### src/rtl/debounce_scanner.sv
`default_nettype none
// ============================================================================
// Module   : debounce_scanner
// Purpose  : Time-multiplexed button debouncer. One shared shift/compare
//            engine scans N_CH synchronized inputs round-robin, one channel
//            per scan step, and reports level changes as press/release events
//            through a single-entry valid/ready output register.
// Revision : 1.0  initial release
// ============================================================================
module debounce_scanner #(
  parameter int N_CH     = 4,
  parameter int HIST_LEN = 8,
  parameter int TICK_DIV = 16,
  parameter int CH_W     = $clog2(N_CH)
) (
  input  logic            clk,
  input  logic            reset,
  input  logic [N_CH-1:0] buttons,
  output logic [N_CH-1:0] debounced,
  output logic            event_valid,
  output logic [CH_W-1:0] event_ch,
  output logic            event_press,
  input  logic            event_ready,
  output logic            overflow
);

  localparam int              DIV_W    = (TICK_DIV > 1) ? $clog2(TICK_DIV) : 1;
  localparam logic [DIV_W-1:0] DIV_LAST = DIV_W'(TICK_DIV - 1);
  localparam logic [CH_W-1:0]  CH_LAST  = CH_W'(N_CH - 1);

  logic [N_CH-1:0]                sync1_q;
  logic [N_CH-1:0]                sync2_q;
  logic [DIV_W-1:0]               div_q;
  logic [CH_W-1:0]                ch_q;
  logic [N_CH-1:0][HIST_LEN-1:0]  hist_q;
  logic [N_CH-1:0]                debounced_q;
  logic                           ev_valid_q;
  logic [CH_W-1:0]                ev_ch_q;
  logic                           ev_press_q;
  logic                           overflow_q;

  logic                           step;
  logic [HIST_LEN-1:0]            h_next;
  logic                           is_press;
  logic                           is_release;
  logic                           new_event;

  // Scan strobe, shifted history of the scanned channel and event detection.
  always_comb begin
    step       = (div_q == DIV_LAST);
    h_next     = {hist_q[ch_q][HIST_LEN-2:0], sync2_q[ch_q]};
    is_press   = step && (&h_next)  && !debounced_q[ch_q];
    is_release = step && !(|h_next) &&  debounced_q[ch_q];
    new_event  = is_press || is_release;
  end

  // Two-flop synchronizer on the raw, asynchronous button levels.
  always_ff @(posedge clk) begin
    if (reset) begin
      sync1_q <= '0;
      sync2_q <= '0;
    end else begin
      sync1_q <= buttons;
      sync2_q <= sync1_q;
    end
  end

  // Clock divider producing one scan step every TICK_DIV cycles.
  always_ff @(posedge clk) begin
    if (reset) begin
      div_q <= '0;
    end else if (step) begin
      div_q <= '0;
    end else begin
      div_q <= div_q + 1'b1;
    end
  end

  // Round-robin channel pointer; explicit wrap handles non-power-of-two N_CH.
  always_ff @(posedge clk) begin
    if (reset) begin
      ch_q <= '0;
    end else if (step) begin
      ch_q <= (ch_q == CH_LAST) ? '0 : ch_q + 1'b1;
    end
  end

  // History shift and debounced-level update for the scanned channel only.
  always_ff @(posedge clk) begin
    if (reset) begin
      hist_q      <= '0;
      debounced_q <= '0;
    end else if (step) begin
      hist_q[ch_q] <= h_next;
      if (is_press) begin
        debounced_q[ch_q] <= 1'b1;
      end else if (is_release) begin
        debounced_q[ch_q] <= 1'b0;
      end
    end
  end

  // Single-entry event register; a new event that finds it occupied and not
  // draining is dropped and flagged with a one-cycle overflow pulse.
  always_ff @(posedge clk) begin
    if (reset) begin
      ev_valid_q <= 1'b0;
      ev_ch_q    <= '0;
      ev_press_q <= 1'b0;
      overflow_q <= 1'b0;
    end else begin
      overflow_q <= 1'b0;
      if (new_event) begin
        if (!ev_valid_q || event_ready) begin
          ev_valid_q <= 1'b1;
          ev_ch_q    <= ch_q;
          ev_press_q <= is_press;
        end else begin
          overflow_q <= 1'b1;
        end
      end else if (ev_valid_q && event_ready) begin
        ev_valid_q <= 1'b0;
      end
    end
  end

  assign debounced   = debounced_q;
  assign event_valid = ev_valid_q;
  assign event_ch    = ev_ch_q;
  assign event_press = ev_press_q;
  assign overflow    = overflow_q;

endmodule
`default_nettype wire

### config.mk
export PLATFORM = sky130hd
export DESIGN_NAME = debounce_scanner
export DESIGN_NICKNAME = d
export VERILOG_FILES = /design/src/rtl/debounce_scanner.sv
export SDC_FILE = /design/constraint.sdc
export NUM_CORES = 1
export LEC_CHECK = 0
export BUFFER_PORTS_ARGS = -buffer_cell sky130_fd_sc_hd__buf_2
export CAP_MARGIN = 20
export CELL_PAD_IN_SITES_DETAIL_PLACEMENT = 1
export CELL_PAD_IN_SITES_GLOBAL_PLACEMENT = 1
export CORE_ASPECT_RATIO = 1.75
export CORE_MARGIN = 3
export CORE_UTILIZATION = 45
export DETAILED_ROUTE_END_ITERATION = 8
export PLACE_DENSITY = 0.81
export SYNTH_ARGS = -nofsm -noshare
export SYNTH_HDL_FRONTEND = slang
export SYNTH_SLANG_ARGS = --single-unit
### constraint.sdc
create_clock -name clk -period 2.95 [get_ports clk]
set_input_delay 0.1475 -clock clk [delete_from_list [all_inputs] [get_ports clk]]
set_output_delay 0.1475 -clock clk [all_outputs]
set_load 0.005 [all_outputs]
==> reports/metrics.yaml, run 1 <==
cells_and_area:
  nets: 255
  fillers: 534
  final_common_cell: "nand2_1"
  drive_above_1_share: 0.160
  postLayoutCoreUtil: 0.524
  area_delta_synth_final_pct: 9.23
  diodes: 0
  final_cell_mix: "nand2_1, dfxtp_1, a21oi_1"
  design_area_sq_um: 2370
sta:
  tightest_slew_ns: 0.657
  slew_violations: 0
  setup_tns_ns: 0
  period_share: 0.787
  hold_viol: 0
  period_needed_ns: 2.32
  clock.fmax_ghz: 0.431
  fin_worst_skew_ns: 0.00988
  fin_ws_ns: 0.630
  setup_viol: 0
  rsz0062_at_grt: "no"
  relSlewSlack: 0.562
critical_path:
  worstSetupPathType: "flop to flop"
  timing.rr.end: "event_ch[0]"
  worstPathMaxFanout: 7
  rrSetupSlack_ns: 0.63
  cp.required_ns: 3.19
  rr_startpoint: "ch_q[0]"
  rr_worst_depth: 5
  critPathArrivalTime_ns: 2.56
  cp-start-kind: "flop"
  cp-end-kind: "flop"
drt:
  dr.first_iter.drc_count: 66
  viasPerCell: 5.67
  postRouteAntennaNets: 0
  vias: 1666
  drt_pass1_iterations: 4
  drc_errors: 0
  drt-total-wl_um: 5280
  wl_per_cell_um: 18.0
grt:
  grt_max_degree: 33
  first_global_vias: 1803
  grt-ovfl-total: 0
  grt_antenna_before_repair: 0
  track_usage: 0.203
  grt_pass1_wl_um: 8910
place:
  io_buffer_count: 15
  post-place-ws_ns: 0.679
  dp_hpwl_um: 3800
  place.gp.congestion: 0.779
  dpl-instance-area_sq_um: 2280
job:
  max-cap-violations: 0
floorplan:
  die_area_sq_um: 5720
  rows: 32
  placeableCoreArea_sq_um: 4520
  start_util: 0.479
  dieHeight_um: 97.8
  die_x_um: 58.5
  io_pins: 16
clocking:
  cts_resized: 0
  cts_tree: "built"
  clockBufferDepth: 2
  path_clk_slew_ns: 0.09
  cts_setup_buffers: 0
  htree_levels: 2
  cts.sinks: 51
  hold_buffers: 0
  clk_latency_ns: 0.30
  numCtsBuffers: 5
  cts_root_buf: "clkbuf_8"
worst_hold_path:
  min_path_cells: 2
  hp-start: "buttons[3]"
  hold_class: "input port to flop"
  hold_path_end: "sync1_q[3]"
run_status:
  status: "completed"
synthesis:
  netlist_top_cells_area: "dfxtp_1, nand2_1, a21oi_1"
  synthesis.nets: 241
  ys_types: 31
  seq_area_frac_synth: 0.471
  ys_warn_count: 0
  synth_top_cell_area_share: 0.471
  syn_area_sq_um: 2170
  synth-seq-cells: 51
  yosysTopAreaCell: "dfxtp_1"
  syn_inst: 229
  avgSynthCellArea_sq_um: 9.47
pwr:
  power_density_nw_per_um2: 479
  ir_drop_mv: 0.369
  p_leak_nw: 0.870
-- layout make-up --
class,count,area [sq um],share of cell area
inverter,4,20.0,0.00845
clock inverter,1,5.00,0.00211
sequential,51,1020,0.431
timing repair buffer,19,105,0.0444
tap,51,63.8,0.0269
multi-input combinational,162,1070,0.452
clock buffer,6,82.6,0.0349
-- stage by stage --
step / power (W) / hold WS, ns / std cells
5_1_grt: 0.00118 / 0.0586 / 294
6_report: 0.00114 / 0.0505 / 294
4_1_cts: 0.00115 / 0.0519 / 294
3_5_place_dp: 0.000748 / 0.366 / 287
3_3_place_gp: 0.000748 / 0.356 / 287
2_1_floorplan: 0.000737 / 0.276 / 229
-- Yosys cell counts --
cell       n
nand2_1   71
dfxtp_1   51
a21oi_1   33
clkbuf_1  10
nor2b_1    9
a32o_1     5
ha_1       5
mux4_2     5
and2_1     4
mux4_1     4
nor2_1     4
nor3_1     4
inv_1      3
and3_4     2
mux2i_1    2
nand4_1    2
and3_1     1
buf_4      1
buf_6      1
clkinv_4   1
nand2_2    1
nand2b_1   1
nand3_1    1
nand4b_1   1
nand4b_4   1
nor4_2     1
nor4_4     1
nor4b_4    1
o21ai_0    1
or4b_1     1
xnor2_1    1
-- worst max-delay path, stage by stage, from the launching register on --
cell	delay, ns
dfxtp_1	0.50
mux4_1	0.66
nand4b_4	0.23
or4b_1	0.58
nand2_2	0.11
mux2i_1	0.17
-- sequential cells by signal, summed over array words and instances (netlist names), named ones only --
name,count
ch_q,2
div_q,4
event_ch,2
event_press,1
event_valid,1
hist_q,28
overflow,1
sync1_q,4
sync2_q,4
-- power breakdown --
| group | total [W] | switching, W | internal [W] |
|---|---|---|---|
| registers | 0.000701 | 0.00000463 | 0.000696 |
| clock network | 0.000404 | 0.000219 | 0.000185 |
| logic | 0.0000306 | 0.0000187 | 0.0000119 |
-- worst max path at each step --
| stage | start | endpoint | slack, ns | cells after the start |
|---|---|---|---|---|
| 6_report | ch_q[0] | event_ch[0] | 0.63 | 5 |
| 4_1_cts | ch_q[0] | event_ch[0] | 0.62 | 5 |
| 5_1_grt | ch_q[0] | event_ch[1] | 0.50 | 5 |
| 3_3_place_gp | ch_q[1] | flop | 0.74 | 5 |
| 2_1_floorplan | ch_q[1] | flop | 0.88 | 6 |
| 3_5_place_dp | ch_q[1] | flop | 0.68 | 6 |
-- cells by family after synthesis --
kind of cell,synth area share
AOI/OAI and AO/OA,0.102
xor gates and xnor gates,0.00404
adders and majority gates,0.0289
buffers and inverters,0.0352
DFF,0.471
muxes,0.110
and+or+nand+nor,0.250
-- layer usage --
| metal | track usage | share of wire | vias to the layer above |
|---|---|---|---|
| met5 | 0 | 0 | - |
| met1 | 0.235 | 0.41 | 814 |
| met2 | 0.362 | 0.54 | 32 |
| met3 | 0.0238 | 0.027 | 8 |
| met4 | 0.0821 | 0.024 | 0 |
| li1 | - | - | 812 |
(Power assumes the default switching activity.)
==> run 2: changes to the inputs <==
--- a/config.mk
+++ b/config.mk
@@ -5,15 +5,16 @@
 export SDC_FILE = /design/constraint.sdc
 export NUM_CORES = 1
 export LEC_CHECK = 0
+export ABC_AREA = 1
 export BUFFER_PORTS_ARGS = -buffer_cell sky130_fd_sc_hd__buf_2
 export CAP_MARGIN = 20
 export CELL_PAD_IN_SITES_DETAIL_PLACEMENT = 1
 export CELL_PAD_IN_SITES_GLOBAL_PLACEMENT = 1
 export CORE_ASPECT_RATIO = 1.75
 export CORE_MARGIN = 3
-export CORE_UTILIZATION = 45
+export CORE_UTILIZATION = 39
 export DETAILED_ROUTE_END_ITERATION = 8
-export PLACE_DENSITY = 0.81
+export PLACE_DENSITY = 0.78
 export SYNTH_ARGS = -nofsm -noshare
 export SYNTH_HDL_FRONTEND = slang
 export SYNTH_SLANG_ARGS = --single-unit
==> constraint.sdc (replaced) <==
create_clock -name clk -period 1.9 [get_ports clk]
set_input_delay 0.095 -clock clk [delete_from_list [all_inputs] [get_ports clk]]
set_output_delay 0.095 -clock clk [all_outputs]
set_load 0.005 [all_outputs]
==> reports/metrics.yaml, run 2 <==
floorplan:
  die_x_um: 66.4
  placeableCoreArea_sq_um: 6020
  rows: 37
  die_area_sq_um: 7420
  start_util: 0.414
  io_pins: 16
  dieHeight_um: 112
worst_hold_path:
  min_path_cells: 4
  hold_class: "input port to flop"
  hp-start: "event_ready"
  hold_path_end: "overflow"
place:
  place.gp.congestion: 0.863
  io_buffer_count: 15
  dp_hpwl_um: 4480
  dp_cells: 445
synthesis:
  seq_area_frac_synth: 0.410
  avgSynthCellArea_sq_um: 7.04
  synth-seq-cells: 51
  synthFlopType: "dfxtp_1"
  syn_area_sq_um: 2490
  syn_inst: 354
  synth.most_common_cell: "nand2_1"
  synth_top_cells_by_count: "nand2_1, inv_1, dfxtp_1"
  yosysTopAreaCell: "dfxtp_1"
  synth_top_cell_area_share: 0.410
  ys_types: 25
  async_reset_ff_frac: 0
  synthesis.nets: 366
  netlist_top_cells_area: "dfxtp_1, nand2_1, o211ai_1"
  synth_edf_count: 0
  ys_warn_count: 0
cells_and_area:
  layout.cells.non_filler: 457
  nets: 390
  largest_reg_flops: 28
  area_delta_synth_final_pct: 15.4
  final_cell_mix: "nand2_1, inv_1, dfxtp_1"
  postLayoutCoreUtil: 0.478
  diodes: 0
  final_common_cell: "nand2_1"
  drive_above_1_share: 0.158
  regMostFlops: "hist_q"
critical_path:
  worstSetupPathType: "flop to flop"
  cp-end-kind: "flop"
  rrSetupSlack_ns: 0.19
  worstPathMaxFanout: 14
  timing.rr.end: "hist_q[28]"
  critPathArrivalTime_ns: 1.92
  rr_startpoint: "div_q[0]"
  cp-start-kind: "flop"
  cp.required_ns: 2.10
  startpoint: "div_q[0]"
  rr_worst_depth: 9
clocking:
  path_clk_slew_ns: 0.10
  hold_buffers: 4
  cts_root_buf: "clkbuf_8"
  cts_tree: "built"
  numCtsBuffers: 5
  clockBufferDepth: 2
  cts.sinks: 51
  clk_latency_ns: 0.31
  cts_resized: 0
  cts_setup_buffers: 0
  htree_levels: 2
sta:
  tightest_slew_ns: 0.384
  period_share: 0.901
  timing.hold.ws_ns: 0.0423
  slew_violations: 0
  relSlewSlack: 0.744
  clock.fmax_ghz: 0.584
  period_needed_ns: 1.71
  setup_tns_ns: 0
  setup_viol: 0
  fin_worst_skew_ns: 0.00749
  rsz0062_at_grt: "no"
  hold_viol: 0
run_status:
  status: "completed"
grt:
  grt-ovfl-total: 0
  track_usage: 0.190
  grt_max_degree: 36
  grt_antenna_before_repair: 0
  grt_pass1_wl_um: 11100
  first_global_vias: 2435
drt:
  drc_errors: 0
  dr_wl_met2_um: 3330
  drt-total-wl_um: 6240
  dr.first_iter.drc_count: 101
  top_layer: "met4"
  drt_pass1_iterations: 4
  vias: 2283
  postRouteAntennaNets: 0
  met1Wirelength_um: 2600
  wl_per_cell_um: 13.7
  viasPerCell: 5.00
  route.met3.wl_um: 127
pwr:
  p_leak_nw: 1.41
  ir_drop_mv: 0.471
  power_density_nw_per_um2: 713
  p_total_w: 0.00205
job:
  max-cap-violations: 0
run 2: cell count changes in the layout (fill, tap and decap cells not counted), moves of 6 or more:
cell	change
nand2_2	+8
inv_2	+6
inv_1	+49
o211ai_1	+29
a21oi_1	-22
buf_4	+7
nor2b_1	-9
nor2_1	+15
nand3_1	+23
nand2_1	+43
run 2: worst max path at each step:
stage,depth (start not counted),to,slack (ns)
floorplan,9,hist_q[30],0.32
global placement,9,flop,0.19
detailed placement,9,flop,0.16
CTS,9,flop,0.15
global route,12,event_ch[0],0.0008
finish,9,hist_q[28],0.19
run 2: kinds of logic (layout without fill, tap and decap cells):
family | Yosys count | count (layout) | share of synthesized area
AOI/OAI and AO/OA | 47 | 47 | 0.125
DFF | 51 | 51 | 0.410
adders and majority gates | 5 | 5 | 0.0251
buffers and inverters | 74 | 99 | 0.124
and+or+nand+nor | 177 | 177 | 0.316
run 2: worst max-delay path, cell delays in order (launching register included):
cell and delay [ns]:
dfxtp_1 0.37, ha_1 0.18, nand2_1 0.11, nor2_4 0.20, inv_2 0.10, nor2_1 0.19
buf_4 0.24, nand2_1 0.08, o211ai_1 0.08, inv_1 0.06
run 2: area by class of cell:
cell class,instances,area (sq um)
Fill cell,800,3140
Multi-Input combinational cell,229,1160
Sequential cell,51,1020
Timing Repair Buffer,32,238
Inverter,59,221
Tap cell,78,97.6
Clock buffer,5,68.8
Clock inverter,3,67.6
run 2: power breakdown:
group | total [W] | switching (W) | internal, W | leakage (nW)
logic | 0.0000575 | 0.0000353 | 0.0000223 | 0.933
registers | 0.00109 | 0.00000538 | 0.00108 | 0.413
clock network | 0.000905 | 0.000379 | 0.000525 | 0.0644
total | 0.00205 | 0.000420 | 0.00163 | 1.41
run 2: per-layer routing:
layer	vias to the layer above	global-route usage
met1	1093	0.214
met2	23	0.340
met3	13	0.0303
met5	-	0
li1	1154	-
met4	0	0.0801
run 2: per-stage QoR:
step | area [sq um] | setup WS [ns]
3_3_place_gp | 2700 | 0.191
6_report | 2880 | 0.188
4_1_cts | 2880 | 0.146
3_5_place_dp | 2700 | 0.161
2_1_floorplan | 2490 | 0.321
5_1_grt | 2880 | 0.000758
